File: config.mk
export PLATFORM = sky130hd
export DESIGN_NAME = serial_adder_flat
export DESIGN_NICKNAME = d
export VERILOG_FILES = /design/src/rtl/serial_adder_if.sv /design/src/rtl/serial_adder.sv /design/src/flat_wrapper.sv
export SDC_FILE = /design/constraint.sdc
export NUM_CORES = 1
export LEC_CHECK = 0
export ABC_AREA = 1
export CAP_MARGIN = 15
export CORE_ASPECT_RATIO = 1.75
export CORE_MARGIN = 4
export CORE_UTILIZATION = 23
export CTS_BUF_LIST = sky130_fd_sc_hd__clkbuf_8
export CTS_CLUSTER_DIAMETER = 60
export DETAILED_ROUTE_END_ITERATION = 7
export MAX_ROUTING_LAYER = met4
export PLACE_DENSITY = 0.42
export SYNTH_ARGS = -nofsm -noshare
export SYNTH_HDL_FRONTEND = slang
export SYNTH_HIERARCHICAL = 1
export SYNTH_SLANG_ARGS = --single-unit
export TNS_END_PERCENT = 50
File: constraint.sdc
create_clock -name clk -period 1.33 [get_ports clk]
set_input_delay 0.133 -clock clk [delete_from_list [all_inputs] [get_ports clk]]
set_output_delay 0.133 -clock clk [all_outputs]
set_load 0.01 [all_outputs]
File: src/rtl/serial_adder_if.sv
// Handshake and operand/result bundle for serial_adder.
// Signals:
//   start        - request an addition (driven by the requester)
//   A, B, Cin    - operands and carry-in, captured when start is accepted
//   busy         - high while operand bits are being consumed
//   done         - one-cycle pulse when Sum/Cout are updated
//   Sum, Cout    - result of the last completed addition
// Modports: master = requester side, slave = adder side.
interface serial_adder_if #(
    parameter int WIDTH = 8
);
    logic             start;
    logic [WIDTH-1:0] A;
    logic [WIDTH-1:0] B;
    logic             Cin;
    logic             busy;
    logic             done;
    logic [WIDTH-1:0] Sum;
    logic             Cout;

    modport master (
        output start, A, B, Cin,
        input  busy, done, Sum, Cout
    );

    modport slave (
        input  start, A, B, Cin,
        output busy, done, Sum, Cout
    );
endinterface

File: src/rtl/serial_adder.sv
// Bit-serial adder: sums two WIDTH-bit operands LSB-first, one bit per clock.
// A full adder is formed from two half_adder instances plus an OR of their
// carries; the running carry lives in a flip-flop between bit times.
// Ports:
//   clk - system clock, rising edge
//   rst - synchronous, active-high reset
//   bus - serial_adder_if slave modport (start/A/B/Cin in, busy/done/Sum/Cout out)
// Timing: start accepted on edge 0, SHIFT on edges 1..WIDTH, done high in the
// cycle after edge WIDTH, then one IDLE cycle before the next accept.

module half_adder (
    input  logic a,
    input  logic b,
    output logic s,
    output logic c
);
    assign s = a ^ b;
    assign c = a & b;
endmodule

module serial_adder #(
    parameter int WIDTH = 8
) (
    input  logic           clk,
    input  logic           rst,
    serial_adder_if.slave  bus
);
    localparam int                CNT_W    = $clog2(WIDTH + 1);
    localparam logic [CNT_W-1:0]  CNT_LAST = CNT_W'(WIDTH - 1);

    typedef enum logic [1:0] {
        ST_IDLE  = 2'd0,
        ST_SHIFT = 2'd1,
        ST_DONE  = 2'd2
    } state_t;

    state_t             state_r;
    state_t             state_s;
    logic [WIDTH-1:0]   a_sr_r;
    logic [WIDTH-1:0]   b_sr_r;
    logic [WIDTH-1:0]   s_sr_r;
    logic               c_ff_r;
    logic [CNT_W-1:0]   cnt_r;
    logic [WIDTH-1:0]   sum_r;
    logic               cout_r;
    logic               busy_r;
    logic               done_r;

    logic               ha0_s_s;
    logic               ha0_c_s;
    logic               sum_bit_s;
    logic               ha1_c_s;
    logic               carry_s;
    logic [WIDTH-1:0]   s_next_s;

    // Full adder on the current LSBs and the stored carry
    half_adder u_ha0 (
        .a (a_sr_r[0]),
        .b (b_sr_r[0]),
        .s (ha0_s_s),
        .c (ha0_c_s)
    );

    half_adder u_ha1 (
        .a (ha0_s_s),
        .b (c_ff_r),
        .s (sum_bit_s),
        .c (ha1_c_s)
    );

    assign carry_s = ha0_c_s | ha1_c_s;

    // New sum bit enters at the MSB; the shift keeps this legal for WIDTH = 1
    assign s_next_s = WIDTH'({sum_bit_s, s_sr_r} >> 1);

    // Next-state decode
    always_comb begin
        state_s = state_r;
        case (state_r)
            ST_IDLE: begin
                if (bus.start) begin
                    state_s = ST_SHIFT;
                end else begin
                    state_s = ST_IDLE;
                end
            end
            ST_SHIFT: begin
                if (cnt_r == CNT_LAST) begin
                    state_s = ST_DONE;
                end else begin
                    state_s = ST_SHIFT;
                end
            end
            ST_DONE: begin
                state_s = ST_IDLE;
            end
            default: begin
                state_s = ST_IDLE;
            end
        endcase
    end

    // State register
    always_ff @(posedge clk) begin
        if (rst) begin
            state_r <= ST_IDLE;
        end else begin
            state_r <= state_s;
        end
    end

    // Operand capture, bit-serial datapath and registered status/result outputs
    always_ff @(posedge clk) begin
        if (rst) begin
            a_sr_r <= '0;
            b_sr_r <= '0;
            s_sr_r <= '0;
            c_ff_r <= 1'b0;
            cnt_r  <= '0;
            sum_r  <= '0;
            cout_r <= 1'b0;
            busy_r <= 1'b0;
            done_r <= 1'b0;
        end else begin
            // busy/done track the state being entered, so they align with state_r
            busy_r <= (state_s == ST_SHIFT);
            done_r <= (state_s == ST_DONE);
            case (state_r)
                ST_IDLE: begin
                    if (bus.start) begin
                        a_sr_r <= bus.A;
                        b_sr_r <= bus.B;
                        c_ff_r <= bus.Cin;
                        cnt_r  <= '0;
                    end else begin
                        cnt_r  <= cnt_r;
                    end
                end
                ST_SHIFT: begin
                    c_ff_r <= carry_s;
                    s_sr_r <= s_next_s;
                    a_sr_r <= a_sr_r >> 1;
                    b_sr_r <= b_sr_r >> 1;
                    cnt_r  <= cnt_r + CNT_W'(1);
                    // Results are published only once complete, never partially
                    if (cnt_r == CNT_LAST) begin
                        sum_r  <= s_next_s;
                        cout_r <= carry_s;
                    end else begin
                        sum_r  <= sum_r;
                    end
                end
                default: begin
                    cnt_r <= cnt_r;
                end
            endcase
        end
    end

    assign bus.busy = busy_r;
    assign bus.done = done_r;
    assign bus.Sum  = sum_r;
    assign bus.Cout = cout_r;
endmodule
File: src/flat_wrapper.sv
// flat-port wrapper written by rule: the top's interface ports become plain ports
module serial_adder_flat 
#(
    parameter int WIDTH = 8
)
  (clk, rst, bus_start, bus_A, bus_B, bus_Cin, bus_busy, bus_done, bus_Sum, bus_Cout);
  serial_adder_if #(.WIDTH(WIDTH)) bus_i ();
  input  logic clk;
  input  logic rst;
  input wire logic [$bits(bus_i.start)-1:0] bus_start;
  input wire logic [$bits(bus_i.A)-1:0] bus_A;
  input wire logic [$bits(bus_i.B)-1:0] bus_B;
  input wire logic [$bits(bus_i.Cin)-1:0] bus_Cin;
  output wire logic [$bits(bus_i.busy)-1:0] bus_busy;
  output wire logic [$bits(bus_i.done)-1:0] bus_done;
  output wire logic [$bits(bus_i.Sum)-1:0] bus_Sum;
  output wire logic [$bits(bus_i.Cout)-1:0] bus_Cout;
  assign bus_i.start = bus_start;
  assign bus_i.A = bus_A;
  assign bus_i.B = bus_B;
  assign bus_i.Cin = bus_Cin;
  assign bus_busy = bus_i.busy;
  assign bus_done = bus_i.done;
  assign bus_Sum = bus_i.Sum;
  assign bus_Cout = bus_i.Cout;
  serial_adder #(.WIDTH(WIDTH)) u_core (.clk(clk), .rst(rst), .bus(bus_i));
endmodule
==> impl_metrics.tcl, run 1 <==
set metrics [dict create \
    powerDensity_nw_per_um2 1100 \
    crit_chain "ha_4, ha_4, or2_4, nand2_2, nand3_2, and2_1" \
    cts_buffer_depth 2 \
    viasPerCell 4.17 \
    drc 0 \
    cp_slowest_cell "dfxtp_2" \
    critPathArrivalTime_ns 1.47 \
    critPathMaxStageDelay_ns 0.34 \
    skew_ns 0.00288 \
    die_area_um2 9120 \
    finalHoldViolCount 0 \
    path_class "reg -> reg" \
    post_cts_buffers 0 \
    hpwl_mm 2.82 \
    insertion_delay_ns 0.29 \
    clk_pin_slew_ns 0.07 \
    relSlewSlack_pct 68.3 \
    yosys-top-cells-area "dfxtp_1, nand2_1, nor2_1" \
    synth-seq-cells 41 \
    drt.antenna.violating_nets 0 \
    syn_area_um2 1750 \
    slew_viol_final 0 \
    grt_max_degree 35 \
    ctsRootBufferMaster "clkbuf_8" \
    synth_top_area_share_pct 46.9 \
    layout-drive-gt1-share_pct 13.2 \
    grt_pass1_vias 1563 \
    synth.distinct_cells 22 \
    placed_area_um2 2200 \
    grt_overflow_total 0 \
    vdd_drop_max_mv 0.653 \
    antennaDiodeCount 0 \
    synth_top_area_cell "dfxtp_1" \
    ys_seq_area_share_pct 46.9 \
    setup_viol 0 \
    ios 31 \
    rsz0062_at_grt "yes" \
    wl_per_cell_um 11.3 \
    vias 1560 \
    fin_crit_sh_pct 96.5 \
    rows 41 \
    critPathCaptureType "flop" \
    die_w_um 73.9 \
    worst_pin_slew_ns 0.475 \
    finalCriticalPeriod_ns 1.28 \
    clock_sinks 41 \
    synthesis.instances 248 \
    h-tree-depth 2 \
    fmax_ghz 0.779 \
    syn_to_final_growth_pct 36.6 \
    p_total_w 0.00264 \
    grt_pass1_wl_mm 7.08 \
    p_leak_nw 1.16 \
    ys_warn_count 6 \
    fin_area_um2 2390 \
    fin_nets 310 \
    start_util_pct 23.8 \
    drtPass1Iterations 4 \
    ctsHoldBuffers 0 \
    synth.net_count 271 \
    antenna_found_initial 0 \
    routed_wl_mm 4.23 \
    cts_made_buffers 5 \
    die_height_um 123 \
    fill_cells 824 \
    core-area_um2 7340 \
    grt_usage_pct 10.5 \
    drtIter0Drc 45 \
    worstHoldPathType "in -> reg" \
    avgSynthCellArea_um2 7.05 \
    setup-tns-final_ns 0 \
    cpMostUsedCell "ha_4" \
    status "finished clean" \
    critPathLaunchType "flop" \
    maxCapViolCount 0 \
    place.gp.congestion 0.730 \
    cts_tree "yes" \
    portBuffers 30 \
    worst-path-max-fanout 2 \
    required_ns 1.51 \
]
registers in the layout, indices dropped and copies added (netlist names), 2 cells and up:
signal and cells:
u_core/b_sr_r 8, u_core/bus.Sum 8, u_core/s_sr_r 7, u_core/a_sr_r 8, u_core/cnt_r 4, u_core/state_r 2
metal layers:
layer  global-route usage, %  up-vias  routed length (µm)
met1                    11.9      678                1780
li1                        -      846                   -
met4                    4.42        0                  86
met2                    17.2       30                2090
met3                    2.77        6                 267
met5                       -        -                   0
cells by family (layout without fill, tap and decap cells):
group,Yosys count,after routing,synth area share (%)
simple gates,133,135,30.6
fa+ha+maj,3,3,2.15
compound gates,39,39,11.8
flops,41,41,46.9
buf+inv,32,70,8.51
worst max-delay path, delay by kind of cell, from the launching register on:
kind / cells / cell delay, ns
flip-flops: 1 / 0.34
AND/OR/NAND/NOR: 4 / 0.46
adder cells (fa/ha/maj): 2 / 0.38
power by group:
group	internal (W)	switching (W)	leakage (nW)
registers	0.00130	0.0000351	0.337
logic	0.000195	0.000221	0.774
clock network	0.000469	0.000417	0.0542
final cells by class:
class                      count  area (µm²)  area share, %
timing repair buffer          40         425           17.8
sequential                    41         823           34.5
multi-input combinational    177         847           35.4
clock inverter                 1        5.00          0.209
clock buffer                   7        96.3           4.03
inverter                      22        85.1           3.56
tap                           86         108           4.50
cell usage after synthesis (all sizes together):
cell	number
ha	3
nand4	2
inv	22
nand2	73
and2	1
dfxtp	41
nor2	51
a21oi	14
or2	1
clkbuf	3
buf	7
nand3	5
o21ai	25
cells in the final DEF, fill, tap and decap left out, drive strengths merged:
| cell type | instances |
|---|---|
| inv | 22 |
| clkdlybuf4s50 | 20 |
| nand4 | 2 |
| nor2 | 52 |
| dfxtp | 41 |
| ha | 3 |
| clkbuf | 7 |
| o21ai | 25 |
| nand2 | 74 |
| a21oi | 14 |
| or2 | 1 |
| and2 | 1 |
| nand3 | 5 |
| buf | 10 |
| dlymetal6s2s | 10 |
| clkinv | 1 |
metrics by stage:
step / setup slack, ns / util [%] / std cells / hold WS, ns
global placement: -0.0328 / 30.0 / 364 / 0.454
global route: -0.00418 / 32.6 / 374 / 0.434
CTS: -0.000269 / 31.6 / 372 / 0.411
floorplan: 0.00700 / - / 248 / 0.202
detailed placement: -0.0276 / 30.0 / 364 / 0.455
finish: 0.0466 / 32.6 / 374 / 0.424
what timing repair did:
action,in CTS,in global routing
gates resized for setup,3,22
pin swaps,0,6
cloned,0,2
endpoints found under the setup margin,3,23
worst paths after layout:
check	startpoint	end	slack, ns	cells after the start
max	u_core/a_sr_r[0]$_SDFFE_PP0P_	u_core/c_ff_r$_SDFFE_PP0P_	0.05	6
min	bus_B[7]	u_core/b_sr_r[7]$_SDFFE_PP0P_	0.42	3
max reg2reg	u_core/a_sr_r[0]$_SDFFE_PP0P_	u_core/c_ff_r$_SDFFE_PP0P_	0.05	6
min reg2reg	u_core/a_sr_r[7]$_SDFFE_PP0P_	u_core/a_sr_r[7]$_SDFFE_PP0P_	0.46	2
No activity file was read; power rests on OpenSTA's default activity.
==> run 2, diff against run 1 <==
--- a/config.mk
+++ b/config.mk
@@ -13,7 +13,6 @@
 export CTS_BUF_LIST = sky130_fd_sc_hd__clkbuf_8
 export CTS_CLUSTER_DIAMETER = 60
 export DETAILED_ROUTE_END_ITERATION = 7
-export MAX_ROUTING_LAYER = met4
 export PLACE_DENSITY = 0.42
 export SYNTH_ARGS = -nofsm -noshare
 export SYNTH_HDL_FRONTEND = slang
==> impl_metrics.tcl, run 2 (synthesis gave the netlist of run 1 again) <==
set metrics [dict create \
    grt_pass1_wl_mm 7.09 \
    final-seq-area_um2 823 \
    finalHoldViolCount 0 \
    ctsRootBufferMaster "clkbuf_8" \
    rows 41 \
    switchingPower_w 0.000674 \
    placed_area_um2 2200 \
    crit_chain "ha_4, ha_4, or2_4, nand2_2, nand3_2, and2_1" \
    drtIter0Drc 51 \
    slew_viol_final 0 \
    drtPass1Iterations 4 \
    grt_usage_pct 10.2 \
    cp_slowest_cell "dfxtp_2" \
    switching_share_pct 25.6 \
    hpwl_mm 2.82 \
    start_util_pct 23.8 \
    post_cts_buffers 0 \
    p_total_w 0.00264 \
    grt_pass1_vias 1563 \
    path_depth 6 \
    hold_ws_ns 0.423 \
    worst-path-max-fanout 2 \
    antenna_found_initial 0 \
    cts_buffer_depth 2 \
    critPathArrivalTime_ns 1.47 \
    status "finished clean" \
    grt_max_degree 35 \
    setup-tns-final_ns 0 \
    fill_cells 824 \
    maxCapViolCount 0 \
    core-area_um2 7340 \
    p_leak_nw 1.16 \
    clk_pin_slew_ns 0.07 \
    h-tree-depth 2 \
    crit_family "simple AND/OR/NAND/NOR gates" \
    fin_nets 310 \
    skew_ns 0.00250 \
    die_w_um 73.9 \
    cpMostUsedCell "ha_4" \
    fmax_ghz 0.779 \
    place.gp.congestion 0.721 \
    critPathCaptureType "flop" \
    fin_area_um2 2390 \
    ctsHoldBuffers 0 \
    worst_pin_slew_ns 0.476 \
    path_class "reg -> reg" \
    power_frac_clock_pct 33.6 \
    required_ns 1.51 \
    relSlewSlack_pct 68.3 \
    die_height_um 123 \
    cts_made_buffers 5 \
    powerDensity_nw_per_um2 1100 \
    rsz0062_at_grt "yes" \
    wl_per_cell_um 11.3 \
    layout_setup_ws_ns 0.0467 \
    worst-path-buf-inv 0 \
    worstHoldPathType "in -> reg" \
    syn_to_final_growth_pct 36.6 \
    die_area_um2 9120 \
    vdd_drop_max_mv 0.653 \
    viasPerCell 4.17 \
    seq_power_share_pct 50.6 \
    hold_depth 3 \
    antennaDiodeCount 0 \
    vias 1561 \
    layout-drive-gt1-share_pct 13.2 \
    power.internal_w 0.00196 \
    setup_viol 0 \
    drc 0 \
    most-common-layout-cells "nand2_1, nor2_1, dfxtp_1, clkdlybuf4s50_1, inv_1" \
    reg2reg_depth 6 \
    pre_cts_ws_ns -0.0276 \
    multi_input_area_um2 847 \
    p_comb_share_pct 15.8 \
    ios 31 \
    final_common_cell "nand2_1" \
    drt.antenna.violating_nets 0 \
    fin_crit_sh_pct 96.5 \
    cts_tree "yes" \
    critPathLaunchType "flop" \
    insertion_delay_ns 0.29 \
    clock_sinks 41 \
    portBuffers 30 \
    critPathMaxStageDelay_ns 0.34 \
    routed_wl_mm 4.22 \
    grt_overflow_total 0 \
    finalCriticalPeriod_ns 1.28 \
]
==> run 2: cell counts in the layout (fill, tap and decap cells not counted) <==
No cell type changed its count.
==> run 2: stage by stage <==
stage,util [%],cells
2_1_floorplan,-,248
3_3_place_gp,30.0,364
3_5_place_dp,30.0,364
4_1_cts,31.6,372
5_1_grt,32.6,374
6_report,32.6,374
==> run 2: power groups by stage <==
stage          sequential [W]  combinational [W]  clock, W
2_1_floorplan         0.00135           0.000255         0
3_3_place_gp          0.00136           0.000405         0
3_5_place_dp          0.00136           0.000403         0
4_1_cts               0.00133           0.000409  0.000934
5_1_grt               0.00134           0.000482  0.000989
6_report              0.00133           0.000416  0.000887
==> run 2: worst paths after layout <==
kind,endpoint,from,slack [ns]
setup / recovery,u_core/c_ff_r$_SDFFE_PP0P_,u_core/a_sr_r[0]$_SDFFE_PP0P_,0.05
hold / removal,u_core/b_sr_r[7]$_SDFFE_PP0P_,bus_B[7],0.42
setup reg to reg,u_core/c_ff_r$_SDFFE_PP0P_,u_core/a_sr_r[0]$_SDFFE_PP0P_,0.05
hold reg to reg,u_core/a_sr_r[7]$_SDFFE_PP0P_,u_core/a_sr_r[7]$_SDFFE_PP0P_,0.46
==> run 2: layer usage <==
| layer | GRT usage (%) | up-vias | share of wire [%] |
|---|---|---|---|
| li1 | - | 846 | - |
| met4 | 4.42 | 0 | 2.1 |
| met5 | 0 | - | 0 |
| met2 | 17.2 | 30 | 50 |
| met1 | 11.9 | 679 | 42 |
| met3 | 2.77 | 6 | 6.3 |
==> run 2: final cells by class <==
type                            count  share of cell area (%)
Multi-Input combinational cell    177                    35.4
Sequential cell                    41                    34.5
Timing Repair Buffer               40                    17.8
Tap cell                           86                    4.50
Clock buffer                        7                    4.03
Inverter                           22                    3.56
Clock inverter                      1                   0.209
==> run 2: worst min-delay path, cell delays in order <==
cell	delay [ns]
clkdlybuf4s50_1	0.40
nand2_1	0.08
a21oi_1	0.05
==> run 2: repair_timing <==
action,4_1_cts,5_1_grt
hold endpoints to repair,0,0
endpoints found under the setup margin,3,23
gates resized for setup,3,22
pin swaps,0,6
gates cloned,0,2
